File: src/rtl/wb_regfile_slave.sv
// Wishbone pipelined slave terminating bus cycles into a register bank.
// Optional wait states; error response on misaligned or out-of-range access.
module wb_regfile_slave #(
  parameter int DATA_WIDTH  = 32,
  parameter int ADDR_WIDTH  = 32,
  parameter int NUM_REGS    = 16,
  parameter int WAIT_STATES = 0
) (
  input  logic                           clk,
  input  logic                           rst,
  input  logic                           cyc,
  input  logic                           stb,
  input  logic                           we,
  input  logic [ADDR_WIDTH-1:0]          addr,
  input  logic [DATA_WIDTH-1:0]          wdata,
  input  logic [DATA_WIDTH/8-1:0]        sel,
  output logic                           stall,
  output logic                           ack,
  output logic [DATA_WIDTH-1:0]          rdata,
  output logic                           err,
  output logic [NUM_REGS*DATA_WIDTH-1:0] regs_out,
  output logic [NUM_REGS-1:0]            wr_pulse
);

  localparam int NB = DATA_WIDTH / 8;
  localparam int L  = $clog2(NB);
  localparam int I  = $clog2(NUM_REGS);

  localparam logic [ADDR_WIDTH-1:0] ONES      = '1;
  localparam logic [ADDR_WIDTH-1:0] LOW_MASK  = ~(ONES << L);
  localparam logic [ADDR_WIDTH-1:0] HIGH_MASK = ONES << (L + I);

  typedef enum logic [1:0] {
    S_IDLE,
    S_WAIT,
    S_RESP
  } state_t;

  state_t state_q, state_d;

  logic [3:0] cnt_q, cnt_d;

  logic                  we_q, we_d;
  logic [ADDR_WIDTH-1:0] addr_q, addr_d;
  logic [DATA_WIDTH-1:0] wdata_q, wdata_d;
  logic [NB-1:0]         sel_q, sel_d;

  logic                  ack_q, ack_d;
  logic                  err_q, err_d;
  logic                  stall_q, stall_d;
  logic [DATA_WIDTH-1:0] rdata_q, rdata_d;
  logic [NUM_REGS-1:0]   wr_pulse_q, wr_pulse_d;

  logic [DATA_WIDTH-1:0] regs_q [NUM_REGS];
  logic [DATA_WIDTH-1:0] regs_d [NUM_REGS];

  logic                  req_we;
  logic [ADDR_WIDTH-1:0] req_addr;
  logic [DATA_WIDTH-1:0] req_wdata;
  logic [NB-1:0]         req_sel;
  logic [I-1:0]          req_idx;
  logic                  req_bad;
  logic                  go_resp;

  // Live bus fields when responding straight from IDLE, latched ones otherwise.
  always_comb begin
    if (state_q == S_IDLE) begin
      req_we    = we;
      req_addr  = addr;
      req_wdata = wdata;
      req_sel   = sel;
    end else begin
      req_we    = we_q;
      req_addr  = addr_q;
      req_wdata = wdata_q;
      req_sel   = sel_q;
    end
    req_idx = req_addr[L +: I];
    req_bad = (|(req_addr & LOW_MASK)) ||
              (|(req_addr & HIGH_MASK));
  end

  // Next-state, wait counter, request latch and response generation.
  always_comb begin
    state_d    = state_q;
    cnt_d      = cnt_q;
    we_d       = we_q;
    addr_d     = addr_q;
    wdata_d    = wdata_q;
    sel_d      = sel_q;
    ack_d      = 1'b0;
    err_d      = 1'b0;
    rdata_d    = '0;
    wr_pulse_d = '0;
    regs_d     = regs_q;
    go_resp    = 1'b0;

    unique case (state_q)
      S_IDLE: begin
        if (cyc && stb && !stall_q) begin
          we_d    = we;
          addr_d  = addr;
          wdata_d = wdata;
          sel_d   = sel;
          if (WAIT_STATES == 0) begin
            state_d = S_RESP;
            go_resp = 1'b1;
          end else begin
            state_d = S_WAIT;
            cnt_d   = 4'(WAIT_STATES);
          end
        end
      end
      S_WAIT: begin
        if (!cyc) begin
          state_d = S_IDLE;
          cnt_d   = '0;
        end else if (cnt_q == 4'd1) begin
          state_d = S_RESP;
          cnt_d   = '0;
          go_resp = 1'b1;
        end else begin
          cnt_d = cnt_q - 4'd1;
        end
      end
      S_RESP: begin
        state_d = S_IDLE;
      end
      default: begin
        state_d = S_IDLE;
        cnt_d   = '0;
      end
    endcase

    if (go_resp) begin
      if (req_bad) begin
        err_d = 1'b1;
      end else begin
        ack_d = 1'b1;
        if (req_we) begin
          for (int b = 0; b < NB; b++) begin
            if (req_sel[b]) begin
              regs_d[req_idx][8*b +: 8] = req_wdata[8*b +: 8];
            end
          end
          wr_pulse_d[req_idx] = |req_sel;
        end else begin
          rdata_d = regs_q[req_idx];
        end
      end
    end

    stall_d = (state_d != S_IDLE);
  end

  // State, latched request, register bank and all bus outputs.
  always_ff @(posedge clk or posedge rst) begin
    if (rst) begin
      state_q    <= S_IDLE;
      cnt_q      <= '0;
      we_q       <= 1'b0;
      addr_q     <= '0;
      wdata_q    <= '0;
      sel_q      <= '0;
      ack_q      <= 1'b0;
      err_q      <= 1'b0;
      stall_q    <= 1'b0;
      rdata_q    <= '0;
      wr_pulse_q <= '0;
      for (int i = 0; i < NUM_REGS; i++) begin
        regs_q[i] <= '0;
      end
    end else begin
      state_q    <= state_d;
      cnt_q      <= cnt_d;
      we_q       <= we_d;
      addr_q     <= addr_d;
      wdata_q    <= wdata_d;
      sel_q      <= sel_d;
      ack_q      <= ack_d;
      err_q      <= err_d;
      stall_q    <= stall_d;
      rdata_q    <= rdata_d;
      wr_pulse_q <= wr_pulse_d;
      regs_q     <= regs_d;
    end
  end

  for (genvar g = 0; g < NUM_REGS; g++) begin : g_regs_out
    assign regs_out[g*DATA_WIDTH +: DATA_WIDTH] = regs_q[g];
  end

  assign stall    = stall_q;
  assign ack      = ack_q;
  assign err      = err_q;
  assign rdata    = rdata_q;
  assign wr_pulse = wr_pulse_q;

endmodule
File: config.mk
export PLATFORM = sky130hd
export DESIGN_NAME = wb_regfile_slave
export DESIGN_NICKNAME = d
export VERILOG_FILES = /design/src/rtl/wb_regfile_slave.sv
export SDC_FILE = /design/constraint.sdc
export NUM_CORES = 1
export LEC_CHECK = 0
export BUFFER_PORTS_ARGS = -buffer_cell sky130_fd_sc_hd__clkbuf_2
export CAP_MARGIN = 20
export CORE_ASPECT_RATIO = 1.2
export CORE_MARGIN = 4
export CORE_UTILIZATION = 49
export CTS_CLUSTER_DIAMETER = 100
export DETAILED_ROUTE_END_ITERATION = 8
export PLACE_DENSITY = 0.74
export SYNTH_ARGS = -nofsm -noshare
export SYNTH_HDL_FRONTEND = slang
export SYNTH_SLANG_ARGS = --single-unit
File: constraint.sdc
create_clock -name clk -period 18.4 [get_ports clk]
set_input_delay 0.92 -clock clk [delete_from_list [all_inputs] [get_ports clk]]
set_output_delay 0.92 -clock clk [all_outputs]
set_load 0.005 [all_outputs]
==> summary.txt <==
Timing
  – Worst Slack Setup Final: 13.80 ns
  – Crit share post-route: 0.2502
  – Setup TNS: 0 ns
  – Worst-Margin Slew: 1.051 ns
  – Final slew viol count: 0
  – Worst relative slew slack: 0.2994
  – Min Tclk post-route: 4.604 ns
  – Final Hold Fails: 0
  – RSZ-0062 raised after global routing: no
  – Final setup viols: 0
  – Clk_skew: 0.02434 ns
  – Fmax: 0.2172 GHz

Worst setup path
  – Crit Path Max Fanout: 65
  – Crit path launch: state_q[0]
  – CP Data Required Time: 18.91 ns
  – Critical Path AT: 5.11 ns
  – Critical Path Sink: rdata[4]
  – RR Startpoint: state_q[0]
  – Worst R2R End: rdata[4]
  – CP endpoint kind: flop
  – CP Launch Type: flop
  – Setup slack, reg-to-reg: 13.80 ns
  – Register-to-Register Path Depth: 8
  – Crit Path Category: reg2reg

Route
  – WL/cell: 30.93 µm
  – Routed via count: 22,202
  – First-iteration detailed-routing DRC count: 2,206
  – DRC Markers: 0
  – Vias per Instance: 6.400
  – Initial DRT Pass Iterations: 8
  – ANT nets after route: 0
  – Post-Route WL: 107,300 µm

Place
  – Placer Congestion: 0.9868
  – Detailed Place HPWL: 74,780 µm
  – Port bufs: 635
  – Place WS: 12.97 ns

Global route
  – Grt ovf: 0
  – Largest net degree at the start of global routing: 169
  – Vias in the first global route: 22,013
  – Global-route wire length before repair: 154,600 µm
  – Total GRT Usage: 0.3310
  – Antenna violations before repair: 3

Clock network
  – H-tree depth: 3
  – CTS Sinks: 638
  – Clk_lat worst skew: 0.60 ns
  – TritonCTS buffer count: 67
  – Post_cts resized: 0
  – CTS hold repair buffers: 0
  – Root buf cell: clkbuf_16
  – Post-CTS setup buffer count: 0
  – CTS Buffer Depth: 3
  – TritonCTS clock tree: yes
  – Worst-path clk slew: 0.06 ns

Logic synthesis
  – Syn_area_per_cell: 13.71 µm²
  – Cell area after synthesis: 0.02865 mm²
  – Syn. warnings: 0
  – Synth cell types: 42
  – Cells after synthesis: 2,090
  – Post-synthesis sequential area ratio: 0.5572
  – Net count after synthesis: 2,165
  – #FFs+latches synth: 638

Power and ir drop
  – Pleak: 17.94 nW
  – VDD IR-drop max: 69.02 µV
  – Power Density: 92.28 mW/mm²
  – Final Power: 0.003206 W

Die
  – Row count: 96
  – Core area: 0.05754 mm²
  – Initial core utilization: 0.4980
  – Die width: 228.7 µm
  – Die Area: 0.06242 mm²
  – Die Y: 272.9 µm
  – I/O pins: 636

Flow run
  – Max-Cap Viols: 0

Hold path
  – HP Class: reg2reg

Outcome
  – Status: completed

Final layout
  – Layout net count: 2,760
  – Layout cells sized above 1: 0.5231
  – Fill cells: 4,571
  – Syn-to-layout area delta: 21.24%
[cell type report]
| cell class | instances | area, µm² | share of cell area |
|---|---|---|---|
| diodes | 2 | 5.005 | 0.0001441 |
| repair buffers | 664 | 3481 | 0.1002 |
| flip-flops and latches | 638 | 15970 | 0.4596 |
| clock inverters | 21 | 267.8 | 0.007708 |
| inverters | 5 | 22.52 | 0.0006484 |
| well taps | 735 | 919.6 | 0.02648 |
| clock buffers | 95 | 2007 | 0.05778 |
| multi-input cells | 1309 | 12070 | 0.3474 |
[state kept, by name, summed over array words and instances (netlist names)]
name,flops
regs_out,512
addr_q,32
rdata,32
wdata_q,32
wr_pulse,16
cnt_q,4
sel_q,4
state_q,2
ack,1
err,1
stall,1
we_q,1
[through the flow]
step,instances,instance area [µm²],util,hold slack [ns]
floorplan,2090,28660,-,0.4701
global placement,3347,32370,0.5625,0.4815
global route,3468,34730,0.6037,0.5100
CTS,3463,34640,0.6021,0.4968
detailed placement,3347,32370,0.5625,0.4930
finish,3469,34740,0.6037,0.5021
[power by group]
part | leakage [nW] | internal [W] | switching [W]
Sequential | 8.75 | 0.00144 | 0.0000204
Combinational | 8.06 | 0.0000987 | 0.000245
Clock | 1.12 | 0.000843 | 0.000563
Total | 17.9 | 0.00238 | 0.000828
[worst min-delay path by stage]
stage / slack (ns) / start / cells past startpoint / end
after global placement: 0.48 / addr_q[14] / 1 / addr_q[14]
after floorplan: 0.47 / addr_q[14] / 1 / addr_q[14]
after global routing: 0.51 / wdata_q[25] / 1 / wdata_q[25]
after detailed placement: 0.49 / wdata_q[23] / 1 / wdata_q[23]
after CTS: 0.50 / rst / 2 / regs_out[191]
final: 0.50 / addr_q[14] / 1 / addr_q[14]
[cell families (layout without fill, tap and decap cells)]
| kind of cell | Yosys count | count (layout) | synth area share |
|---|---|---|---|
| simple gates | 320 | 320 | 0.07826 |
| other cells | 0 | 2 | 0 |
| fa+ha+maj | 2 | 2 | 0.0008733 |
| flops | 638 | 638 | 0.5572 |
| mux | 591 | 591 | 0.2590 |
| compound gates | 396 | 396 | 0.08110 |
| buf+inv | 143 | 785 | 0.02354 |
[synthesized netlist by cell type]
cell type  count  share of area
a22o_1         1        0.00031
mux2i_1        2        0.00070
mux2_1         4         0.0016
o21ai_2        1        0.00031
buf_1         15         0.0020
nor2b_1        1        0.00022
buf_12         4         0.0028
nor2_1        37         0.0048
nor3_4        64          0.036
o21ai_0      132          0.023
nor3_1        17         0.0030
o22ai_1      256          0.056
or3_1          1        0.00022
or2_1          1        0.00022
nor2_4         1        0.00039
buf_2          1        0.00017
o21a_1         1        0.00026
or4_1          3        0.00079
nor3_2         2        0.00070
o2111ai_1      1        0.00031
mux2i_4        4         0.0031
o31ai_2        1        0.00044
nor4_1        15         0.0033
nand3b_1       5         0.0013
nand3_2        1        0.00035
clkbuf_1     107          0.014
nand3_1        6         0.0010
buf_8          2         0.0010
a21oi_1        2        0.00035
buf_6          4         0.0016
nand4_1       35         0.0076
mux2_2       388           0.15
dfrtp_1      638           0.56
nand2b_1       8         0.0017
mux2_4       192           0.10
nand2_1      122          0.016
mux2i_2        1        0.00048
and2_1         1        0.00022
ha_1           2        0.00087
inv_1          5        0.00066
buf_4          5         0.0013
o21ai_1        1        0.00017
[routing by layer]
metal	global-route usage	up-vias	part of all wire	wire length, µm
li1	-	8984	-	-
met1	0.4382	11425	0.39	42080
met2	0.5018	1440	0.45	48230
met5	0.01406	-	0.0014	148
met3	0.09810	347	0.099	10650
met4	0.1588	6	0.058	6183
[worst max-delay path, stage by stage, from the launching register on]
cell and delay, ns:
dfrtp_1 0.56, or2_2 0.18, buf_4 0.52, mux2_4 0.91
buf_4 0.85, o22ai_1 0.24, o21ai_0 0.82, nand4_1 0.18
nor2_1 0.13
[cell usage in the layout (no fill, tap or decap), drive strengths merged]
cell type / netlist / final
mux2: 584 / 584
nor4: 15 / 15
and2: 1 / 1
or3: 1 / 1
o21a: 1 / 1
buf: 31 / 28
ha: 2 / 2
clkinv: 0 / 12
nor2b: 1 / 1
diode: 0 / 2
clkinvlp: 0 / 3
mux2i: 7 / 7
or2: 1 / 1
a22o: 1 / 1
nand3b: 5 / 5
nand3: 7 / 7
nand2b: 8 / 8
inv: 5 / 5
a21oi: 2 / 2
o21ai: 134 / 134
o31ai: 1 / 1
nand2: 122 / 122
dfrtp: 638 / 638
o22ai: 256 / 256
nand4: 35 / 35
clkbuf: 107 / 731
nor3: 83 / 83
o2111ai: 1 / 1
or4: 3 / 3
bufinv: 0 / 6
nor2: 38 / 38
(Power assumes the default switching activity.)
